==> src/rtl/pacman_pkg.sv <==
`default_nettype none
// ============================================================================
// Module      : pacman_pkg
// Description : Constants, direction codes and state encoding shared by the
//               Pac-Man motion, view and maze collision blocks.
// Revision    : 1.0 - initial release
// ============================================================================
package pacman_pkg;

  // One-hot facing codes: [0] right, [1] left, [2] up, [3] down
  localparam logic [3:0] DIR_NONE  = 4'b0000;
  localparam logic [3:0] DIR_RIGHT = 4'b0001;
  localparam logic [3:0] DIR_LEFT  = 4'b0010;
  localparam logic [3:0] DIR_UP    = 4'b0100;
  localparam logic [3:0] DIR_DOWN  = 4'b1000;

  // Sprite box edge length in pixels
  localparam int PM_SIZE = 30;

  // Playfield bounds for the sprite's top-left corner
  localparam logic [9:0] SCREEN_X_MIN = 10'd0;
  localparam logic [9:0] SCREEN_X_MAX = 10'd610;
  localparam logic [9:0] SCREEN_Y_MIN = 10'd0;
  localparam logic [9:0] SCREEN_Y_MAX = 10'd450;

  // Spawn point and per-frame step
  localparam logic [9:0] PM_START_X = 10'd305;
  localparam logic [9:0] PM_START_Y = 10'd345;
  localparam logic [2:0] PM_STEP    = 3'd2;

  // Motion controller states
  typedef enum logic [1:0] {
    ST_IDLE   = 2'd0,
    ST_Q_WANT = 2'd1,
    ST_Q_CUR  = 2'd2,
    ST_MOVE   = 2'd3
  } pm_state_t;

  // Highest-priority pressed button as a one-hot direction (up > down > left > right)
  function automatic logic [3:0] btn_to_dir(input logic up, input logic down,
                                            input logic left, input logic right);
    if (up)         return DIR_UP;
    else if (down)  return DIR_DOWN;
    else if (left)  return DIR_LEFT;
    else if (right) return DIR_RIGHT;
    else            return DIR_NONE;
  endfunction

endpackage
`default_nettype wire

==> src/rtl/pacman_step_calc.sv <==
`default_nettype none
// ============================================================================
// Module      : pacman_step_calc
// Description : Combinational candidate position for one step in a given
//               direction, with horizontal tunnel wrap and vertical bounds.
// Revision    : 1.0 - initial release
// ============================================================================
module pacman_step_calc
  import pacman_pkg::*;
#(
  parameter logic [2:0] STEP  = PM_STEP,
  parameter logic [9:0] X_MIN = SCREEN_X_MIN,
  parameter logic [9:0] X_MAX = SCREEN_X_MAX,
  parameter logic [9:0] Y_MIN = SCREEN_Y_MIN,
  parameter logic [9:0] Y_MAX = SCREEN_Y_MAX
) (
  input  logic [9:0] x,
  input  logic [9:0] y,
  input  logic [3:0] dir,
  output logic [9:0] cand_x,
  output logic [9:0] cand_y,
  output logic       oob
);

  // 11-bit intermediates keep the bound compares free of wrap-around
  logic [10:0] x_inc, y_inc, x_lo, y_lo;
  assign x_inc = {1'b0, x} + {8'd0, STEP};
  assign y_inc = {1'b0, y} + {8'd0, STEP};
  assign x_lo  = {1'b0, X_MIN} + {8'd0, STEP};
  assign y_lo  = {1'b0, Y_MIN} + {8'd0, STEP};

  // Pick the candidate for the requested direction; a non one-hot code never moves
  always_comb begin
    cand_x = x;
    cand_y = y;
    oob    = 1'b0;
    case (dir)
      DIR_RIGHT: cand_x = (x_inc > {1'b0, X_MAX}) ? X_MIN : x_inc[9:0];
      DIR_LEFT:  cand_x = ({1'b0, x} < x_lo) ? X_MAX : (x - {7'd0, STEP});
      DIR_UP: begin
        cand_y = y - {7'd0, STEP};
        oob    = ({1'b0, y} < y_lo);
      end
      DIR_DOWN: begin
        cand_y = y_inc[9:0];
        oob    = (y_inc > {1'b0, Y_MAX});
      end
      default: oob = 1'b1;
    endcase
  end

endmodule
`default_nettype wire

==> src/rtl/pacman_motion.sv <==
`default_nettype none
// ============================================================================
// Module      : pacman_motion
// Description : Per-frame Pac-Man movement controller. Latches button intent,
//               queries the maze collision block for the wanted direction
//               and then the current one, and steps the sprite.
// Revision    : 1.0 - initial release
// ============================================================================
module pacman_motion
  import pacman_pkg::*;
#(
  parameter logic [9:0] START_X = PM_START_X,
  parameter logic [9:0] START_Y = PM_START_Y,
  parameter logic [2:0] STEP    = PM_STEP,
  parameter logic [9:0] X_MIN   = SCREEN_X_MIN,
  parameter logic [9:0] X_MAX   = SCREEN_X_MAX,
  parameter logic [9:0] Y_MIN   = SCREEN_Y_MIN,
  parameter logic [9:0] Y_MAX   = SCREEN_Y_MAX
) (
  input  logic       clk,
  input  logic       rst,
  input  logic       frame_tick,
  input  logic       enable,
  input  logic       respawn,
  input  logic       btn_up,
  input  logic       btn_down,
  input  logic       btn_left,
  input  logic       btn_right,
  output logic       wall_req,
  output logic [9:0] wall_x,
  output logic [9:0] wall_y,
  input  logic       wall_ack,
  input  logic       wall_hit,
  output logic [9:0] pm_xpos,
  output logic [9:0] pm_ypos,
  output logic [3:0] pm_direction,
  output logic       pm_moving
);

  pm_state_t  state_q, state_d;
  logic [3:0] want_q, want_d;
  logic [3:0] dir_q, dir_d;
  logic [9:0] xpos_q, xpos_d, ypos_q, ypos_d;
  logic [9:0] wx_q, wx_d, wy_q, wy_d;
  logic       req_q, req_d;
  logic       moving_q, moving_d;

  logic [3:0] calc_dir;
  logic [9:0] cand_x, cand_y;
  logic       cand_oob;
  logic [3:0] btn_dir;

  // The wanted direction is only probed in Q_WANT; everything else probes the facing
  assign calc_dir = (state_q == ST_Q_WANT) ? want_q : dir_q;
  assign btn_dir  = btn_to_dir(btn_up, btn_down, btn_left, btn_right);

  pacman_step_calc #(
    .STEP  (STEP),
    .X_MIN (X_MIN),
    .X_MAX (X_MAX),
    .Y_MIN (Y_MIN),
    .Y_MAX (Y_MAX)
  ) u_step_calc (
    .x      (xpos_q),
    .y      (ypos_q),
    .dir    (calc_dir),
    .cand_x (cand_x),
    .cand_y (cand_y),
    .oob    (cand_oob)
  );

  // Next-state logic: query sequencing, direction adoption, move and respawn
  always_comb begin
    state_d  = state_q;
    want_d   = want_q;
    dir_d    = dir_q;
    xpos_d   = xpos_q;
    ypos_d   = ypos_q;
    wx_d     = wx_q;
    wy_d     = wy_q;
    req_d    = req_q;
    moving_d = moving_q;

    case (state_q)
      ST_IDLE: begin
        if (frame_tick && enable) begin
          state_d = ((want_q != DIR_NONE) && (want_q != dir_q)) ? ST_Q_WANT : ST_Q_CUR;
        end
      end
      ST_Q_WANT: begin
        if (!req_q) begin
          if (cand_oob) begin
            state_d = ST_Q_CUR;
          end else begin
            req_d = 1'b1;
            wx_d  = cand_x;
            wy_d  = cand_y;
          end
        end else if (wall_ack) begin
          req_d = 1'b0;
          if (wall_hit) begin
            state_d = ST_Q_CUR;
          end else begin
            dir_d   = want_q;
            want_d  = DIR_NONE;
            state_d = ST_MOVE;
          end
        end
      end
      ST_Q_CUR: begin
        if (!req_q) begin
          if (cand_oob) begin
            moving_d = 1'b0;
            state_d  = ST_IDLE;
          end else begin
            req_d = 1'b1;
            wx_d  = cand_x;
            wy_d  = cand_y;
          end
        end else if (wall_ack) begin
          req_d = 1'b0;
          if (wall_hit) begin
            moving_d = 1'b0;
            state_d  = ST_IDLE;
          end else begin
            state_d = ST_MOVE;
          end
        end
      end
      ST_MOVE: begin
        // The accepted candidate is still held on wall_x/wall_y
        xpos_d   = wx_q;
        ypos_d   = wy_q;
        moving_d = 1'b1;
        state_d  = ST_IDLE;
      end
      default: state_d = ST_IDLE;
    endcase

    // A fresh press is never lost, even in the cycle a direction is adopted
    if (btn_dir != DIR_NONE) begin
      want_d = btn_dir;
    end

    // Respawn abandons any query and beats a same-cycle frame tick
    if (respawn) begin
      state_d  = ST_IDLE;
      want_d   = DIR_NONE;
      dir_d    = DIR_RIGHT;
      xpos_d   = START_X;
      ypos_d   = START_Y;
      req_d    = 1'b0;
      moving_d = 1'b0;
    end
  end

  // State and output registers
  always_ff @(posedge clk) begin
    if (rst) begin
      state_q  <= ST_IDLE;
      want_q   <= DIR_NONE;
      dir_q    <= DIR_RIGHT;
      xpos_q   <= START_X;
      ypos_q   <= START_Y;
      wx_q     <= 10'd0;
      wy_q     <= 10'd0;
      req_q    <= 1'b0;
      moving_q <= 1'b0;
    end else begin
      state_q  <= state_d;
      want_q   <= want_d;
      dir_q    <= dir_d;
      xpos_q   <= xpos_d;
      ypos_q   <= ypos_d;
      wx_q     <= wx_d;
      wy_q     <= wy_d;
      req_q    <= req_d;
      moving_q <= moving_d;
    end
  end

  assign wall_req     = req_q;
  assign wall_x       = wx_q;
  assign wall_y       = wy_q;
  assign pm_xpos      = xpos_q;
  assign pm_ypos      = ypos_q;
  assign pm_direction = dir_q;
  assign pm_moving    = moving_q;

endmodule
`default_nettype wire
==> config.mk <==
export PLATFORM = sky130hd
export DESIGN_NAME = pacman_motion
export DESIGN_NICKNAME = d
export VERILOG_FILES = /design/src/rtl/pacman_pkg.sv /design/src/rtl/pacman_step_calc.sv /design/src/rtl/pacman_motion.sv
export SDC_FILE = /design/constraint.sdc
export NUM_CORES = 1
export LEC_CHECK = 0
export BUFFER_PORTS_ARGS = -buffer_cell sky130_fd_sc_hd__buf_4
export CORE_AREA = 2 2 80 82
export DETAILED_ROUTE_END_ITERATION = 16
export DIE_AREA = 0 0 82 84
export PLACE_DENSITY = 0.79
export SLEW_MARGIN = 25
export SYNTH_ARGS = -nofsm -noshare
export SYNTH_HDL_FRONTEND = slang
export SYNTH_HIERARCHICAL = 1
export SYNTH_SLANG_ARGS = --single-unit
==> constraint.sdc <==
create_clock -name clk -period 5.4 [get_ports clk]
set_input_delay 0.54 -clock clk [delete_from_list [all_inputs] [get_ports clk]]
set_output_delay 0.54 -clock clk [all_outputs]
set_load 0.05 [all_outputs]
Word level (Yosys, flattened, before mapping)
Cells that the tools add are included.

Reductions and logical operators: 17. Bitwise logic cells: 3. Add/sub/neg operators: 4. Order comparisons: 4. Equal/unequal tests: 15. Multiplexer cells: 34.

Operators by type and width (count): $pmux W10 S2 (2); $mux W4 (8); $add A10 B2 Y11 const B (2); $lt A10 B2 Y1 const B (2); $mux W10 (2); $mux W2 (10); $sub A10 B2 Y10 const B (2); $ne A3 B3 Y1 const B (5); $reduce_and A4 Y1 (3); $gt A11 B10 Y1 const B (1); $gt A11 B9 Y1 const B (1); $mux W1 (9); $pmux W2 S4 (1); $reduce_bool A2 Y1 (4); $reduce_bool A4 Y1 (2); $reduce_or A2 Y1 (3); $reduce_and A5 Y1 (1); $eq A2 B2 Y1 const B (2); $eq A4 B1 Y1 const B (1); $eq A4 B2 Y1 const B (1); $eq A4 B3 Y1 const B (1); $eq A4 B4 Y1 const B (1); $ne A4 B4 Y1 (1); $not A1 Y1 (3); other kinds (8) (9).

Logic and storage cells: 86. Bits in registers: 52. Output and inout port bits: 46.

Longest topological paths before layout
Word-level depth: 8. Depth in mapped cells: 14.

Cells and area by module
Netlist, hierarchy kept.

By module, submodules not included: pacman_motion (area each 2128.3 um2, cells each 227, instances 1); pacman_step_calc (area each 1182.4 um2, cells each 188, instances 1).

Worst setup path after synthesis
OpenSTA, ideal clock, no wires.

Path kind: reg2reg. Start point: register state_q[1]. End point: register state_q[1]. Stages on the path, launching flop included: 14. Path buffers: 2. Arrival time: 2.848 ns. Setup slack: 2.432 ns. Cells stage by stage: dfxtp_1 -> inv_1 -> ha_1 -> buf_4 -> mux2_2 -> buf_4 -> nor4b_4 -> and3_1 -> nand3_1 -> or4_1 -> nand4_1 -> mux2_4 -> o2bb2ai_4 -> o31a_1.

Word-level cells in the longest chain between the ends: 7. Elaborated cells on any way between the ends: 18.

Ends and longest elaborated chain: start: declaration (line pacman_motion.sv:40) `pm_state_t state_q, state_d;`; start signal: assignment (line pacman_motion.sv:170) `state_q <= state_d;`; $eq A2 B1 Y1 (*) (line pacman_motion.sv:54) `assign calc_dir = (state_q == ST_Q_WANT) ? want_q : dir_q;`; $mux W4 (*) (line pacman_motion.sv:54); named net calc_dir[0] (line pacman_motion.sv:48) `logic [3:0] calc_dir;`; $eq A4 B1 Y1 or $eq A4 B2 Y1 (tied branches) (line pacman_step_calc.sv:37) `case (dir)`; $reduce_or A2 Y1 (no line); $pmux W1 S3 (*) (line pacman_step_calc.sv:37); named net cand_oob (line pacman_motion.sv:50) `logic cand_oob;`; $ne A3 B3 Y1 (no line); $reduce_and A5 Y1 (no line) (*).

Mark *: on every way through the listed nets, which the timed path passes. The rest lies on a longest branch. A chain may end at the register's enable or synchronous reset.

Worst setup path after layout
Start point: register state_q[1]. End point: register wy_q[2] (netlist: wall_y[2]).

Word-level cells in the longest chain between the ends: 7. Elaborated cells on any way between the ends: 13.

Ends and longest elaborated chain: $eq A2 B1 Y1 (*) (line pacman_motion.sv:54); $mux W4 (*) (line pacman_motion.sv:54); named net calc_dir[2] (line pacman_motion.sv:48); $eq A4 B1 Y1 or $eq A4 B2 Y1 (tied branches) (line pacman_step_calc.sv:37); $reduce_or A2 Y1 (no line); $pmux W1 S3 (*) (line pacman_step_calc.sv:37); named net cand_oob (line pacman_motion.sv:50); $not A1 Y1 (no line) (*); $reduce_and A3 Y1 (no line) (*); end signal: assignment (line pacman_motion.sv:176) `wy_q <= wy_d;`; end: declaration (line pacman_motion.sv:44) `logic [9:0] wx_q, wx_d, wy_q, wy_d;`.

Marked as above.

==> impl_results.md <==
* Max-slew violations at 0
* Core Rows at 29
* Synth warnings at 6
* Finished Cell Area at 0.00378 mm2
* All-Layer GR Usage at 0.249
* Final HPWL DP at 5830 um
* Critical path cell sequence: inv_1, ha_1, mux2_2, nor4b_2, nand4b_1, or4_1, nand4_1, or3b_1, nand2_1, a21oi_1
* Final hold violation count at 0
* Least-Margin Pin Slew at 703 ps
* RSZ-0062 raised after global routing: false
* Crit Path Max Fanout at 20
* Global-route wire length before repair at 13700 um
* Gpl congestion at 0.878
* Layout cells sized above 1 at 0.188
* Initial DRC count at 270
* Clk sink count at 52
* Clock skew at 8.44 ps
* Cell count after synthesis at 415
* Compound-Gate Fraction of Synth Area at 0.154
* Simple-gate portion of the synthesized area at 0.283
* CTS Buffer Depth at 2
* Vias per std cell at 5.85
* Synth Area in XOR/XNOR at 0.0582
* Most frequent cells after synthesis: nand2_1, dfxtp_1, nor2_1
* Switching share of power at 0.303
* CP max stage delay at 600 ps
* Inserted Diodes at 0
* Post-CTS Setup Bufs at 0
* Peak supply drop at 0.128 mV
* Resized Gates After CTS at 0
* Slew margin rel. at 0.531
* Clk root buf: clkbuf_8
* CTS tree: built
* Largest net degree at the start of global routing at 23
* Worst Path Class, Setup: reg2reg
* Critical Path Start Type: register
* Max Fclk at 277 MHz
* Number of synthesized register bits at 52
* DRC errors left at 0
* Nets at 470
* Pwr/cell area at 209 mW/mm2
* Core ar. at 0.00610 mm2
* DRT antenna net count at 0
* Worst endpoint required time at 5630 ps
* Die ar. at 0.00689 mm2
* Status: complete, no violations
* Clock Latency Late Sink at 300 ps
* Clock power share at 0.290
* Finished Core Util at 0.620
* H-tree levels at 2
* Max-cap violation count at 0
* Routed WL per cell at 15.6 um
* Placed Area at 0.00368 mm2
* Mean Syn Cell Area at 7.98 um2
* Die height at 84 um
* Worst min path class: in2reg
* Final period util at 0.669
* Hold buffers post-CTS at 0
* LEAKAGE at 1.45 nW
* Slowest CP cell: or3b_1
* Synth Net Count at 435
* Setup TNS at 0 ps
* Distinct cells, synth at 62
* Crit. End Element: register
* Router iterations before antenna repair at 5
* Sequential share of power at 0.518
* Number of flops mapped to enable cells by yosys at 0
* Starting density of the core at 0.543
* Final setup vio count at 0
* Mux cell area share after synthesis at 0.0937
* Synthesized area at 0.00331 mm2
* Post-layout min period at 3610 ps
* Top cells by area, synth: dfxtp_1, nand2_1, mux2i_1
* WP data arrival at 3850 ps
* Area grow syn2layout at 14.2%
* Largest family of logic cells by synthesized area: simple AND/OR/NAND/NOR gates
* Clock Pin Slew Worst Setup and Hold Paths at 90 ps
* Register area share after synthesis at 0.314
* DR vias at 3089
* Synth Area in Adders at 0.0340
* CTS Buf Count at 5
* Dominant cell by count in the synthesized netlist: nand2_1
* Num ports at 57
* Fillers at 548
* Total power at 791 uW
* Grt ovf at 0
* Die width at 82 um
* Psw at 240 uW
* Vias in the first global route at 2869
* Share of Yosys cell area claimed by the top area cell type at 0.314
* Int Power at 551 uW
* Ys async rst share at 0
* I/O Buffers at 56
* Most frequently used flop master after synthesis: dfxtp_1
* Initial antenna violation count at 0
* Area leader, netlist: dfxtp_1
* Routed WL at 8220 um
* Combinational Power Share at 0.192
[area by class of cell]
cell class,instances,area (um2),share of cell area
inverters,11,41.3,0.0109
flip-flops and latches,52,1040,0.275
well taps,77,96.3,0.0255
multi-input cells,321,2070,0.546
repair buffers,59,443,0.117
clock inverters,1,7.51,0.00199
clock buffers,7,86.3,0.0228
[cell usage in the layout, fill, tap and decap left out, types with 2 or more instances in the layout]
master / n
inv_1: 11
o211ai_1: 2
nor4b_4: 2
o22ai_1: 3
dfxtp_1: 52
nand3b_1: 5
mux2_2: 4
clkbuf_8: 6
a211oi_1: 2
xor2_1: 8
nor3b_2: 2
o31ai_1: 2
nand2_1: 72
and3_1: 4
o31a_1: 2
nand4_1: 5
nand3_1: 11
or3_1: 3
a31oi_1: 5
a21oi_1: 38
xnor2_1: 14
nor3_2: 2
buf_4: 59
ha_1: 9
nor4_1: 5
nor4b_1: 2
o41ai_1: 2
nand2b_1: 3
nor2_1: 42
or4_1: 2
o21ai_0: 10
nor3_1: 5
a22oi_1: 2
mux2i_1: 25
nor4b_2: 2
nor2b_1: 3
[critical path: cells and delay by family, from the launching register on]
kind | cells | cell delay, ps
buffers and inverters | 1 | 130
and+or+nand+nor | 6 | 2100
adders and majority gates | 1 | 340
AOI/OAI and AO/OA | 1 | 160
muxes | 1 | 470
DFF | 1 | 340
[kinds of logic after synthesis]
group,after synthesis
mux,30
buf+inv,42
compound gates,79
flops,52
xor+xnor,22
fa+ha+maj,9
simple gates,181
[worst paths after layout]
kind	start	end	slack, ps	cells after the start
setup / recovery	state_q[1]$_SDFFE_PP0P_	wall_y[2]$_SDFFE_PP0P_	1790	10
hold / removal	btn_up	want_q[2]$_SDFFE_PP0P_	480	3
setup reg to reg	state_q[1]$_SDFFE_PP0P_	wall_y[2]$_SDFFE_PP0P_	1790	10
hold reg to reg	wall_y[4]$_SDFFE_PP0P_	wall_y[4]$_SDFFE_PP0P_	490	2
[registers in the layout, indices dropped and copies added (netlist names)]
name          cells
wall_x           10
pm_moving         1
wall_req          1
pm_ypos          10
wall_y           10
state_q           2
want_q            4
pm_direction      4
pm_xpos          10
[metrics by stage]
step	instances	setup WS, ps	hold slack (ps)
3_3_place_gp	520	2000	467
4_1_cts	528	1780	473
5_1_grt	528	1420	488
6_report	528	1790	479
3_5_place_dp	520	1850	468
2_1_floorplan	415	2430	525
[power groups by stage]
stage | Clock (mW) | Combinational, mW | Sequential, mW
2_1_floorplan | 0 | 0.0747 | 0.452
3_3_place_gp | 0 | 0.148 | 0.418
3_5_place_dp | 0 | 0.150 | 0.418
4_1_cts | 0.236 | 0.152 | 0.409
5_1_grt | 0.254 | 0.165 | 0.412
6_report | 0.230 | 0.152 | 0.409
[layer usage]
metal,share of wire,vias up,global-route usage,wire [um]
met1,0.46,1462,0.358,3780
met5,0,-,0,0
met4,0.0082,0,0.0621,67
met3,0.059,6,0.0346,485
li1,-,1516,-,-
met2,0.47,105,0.390,3890
(Power assumes the default switching activity.)
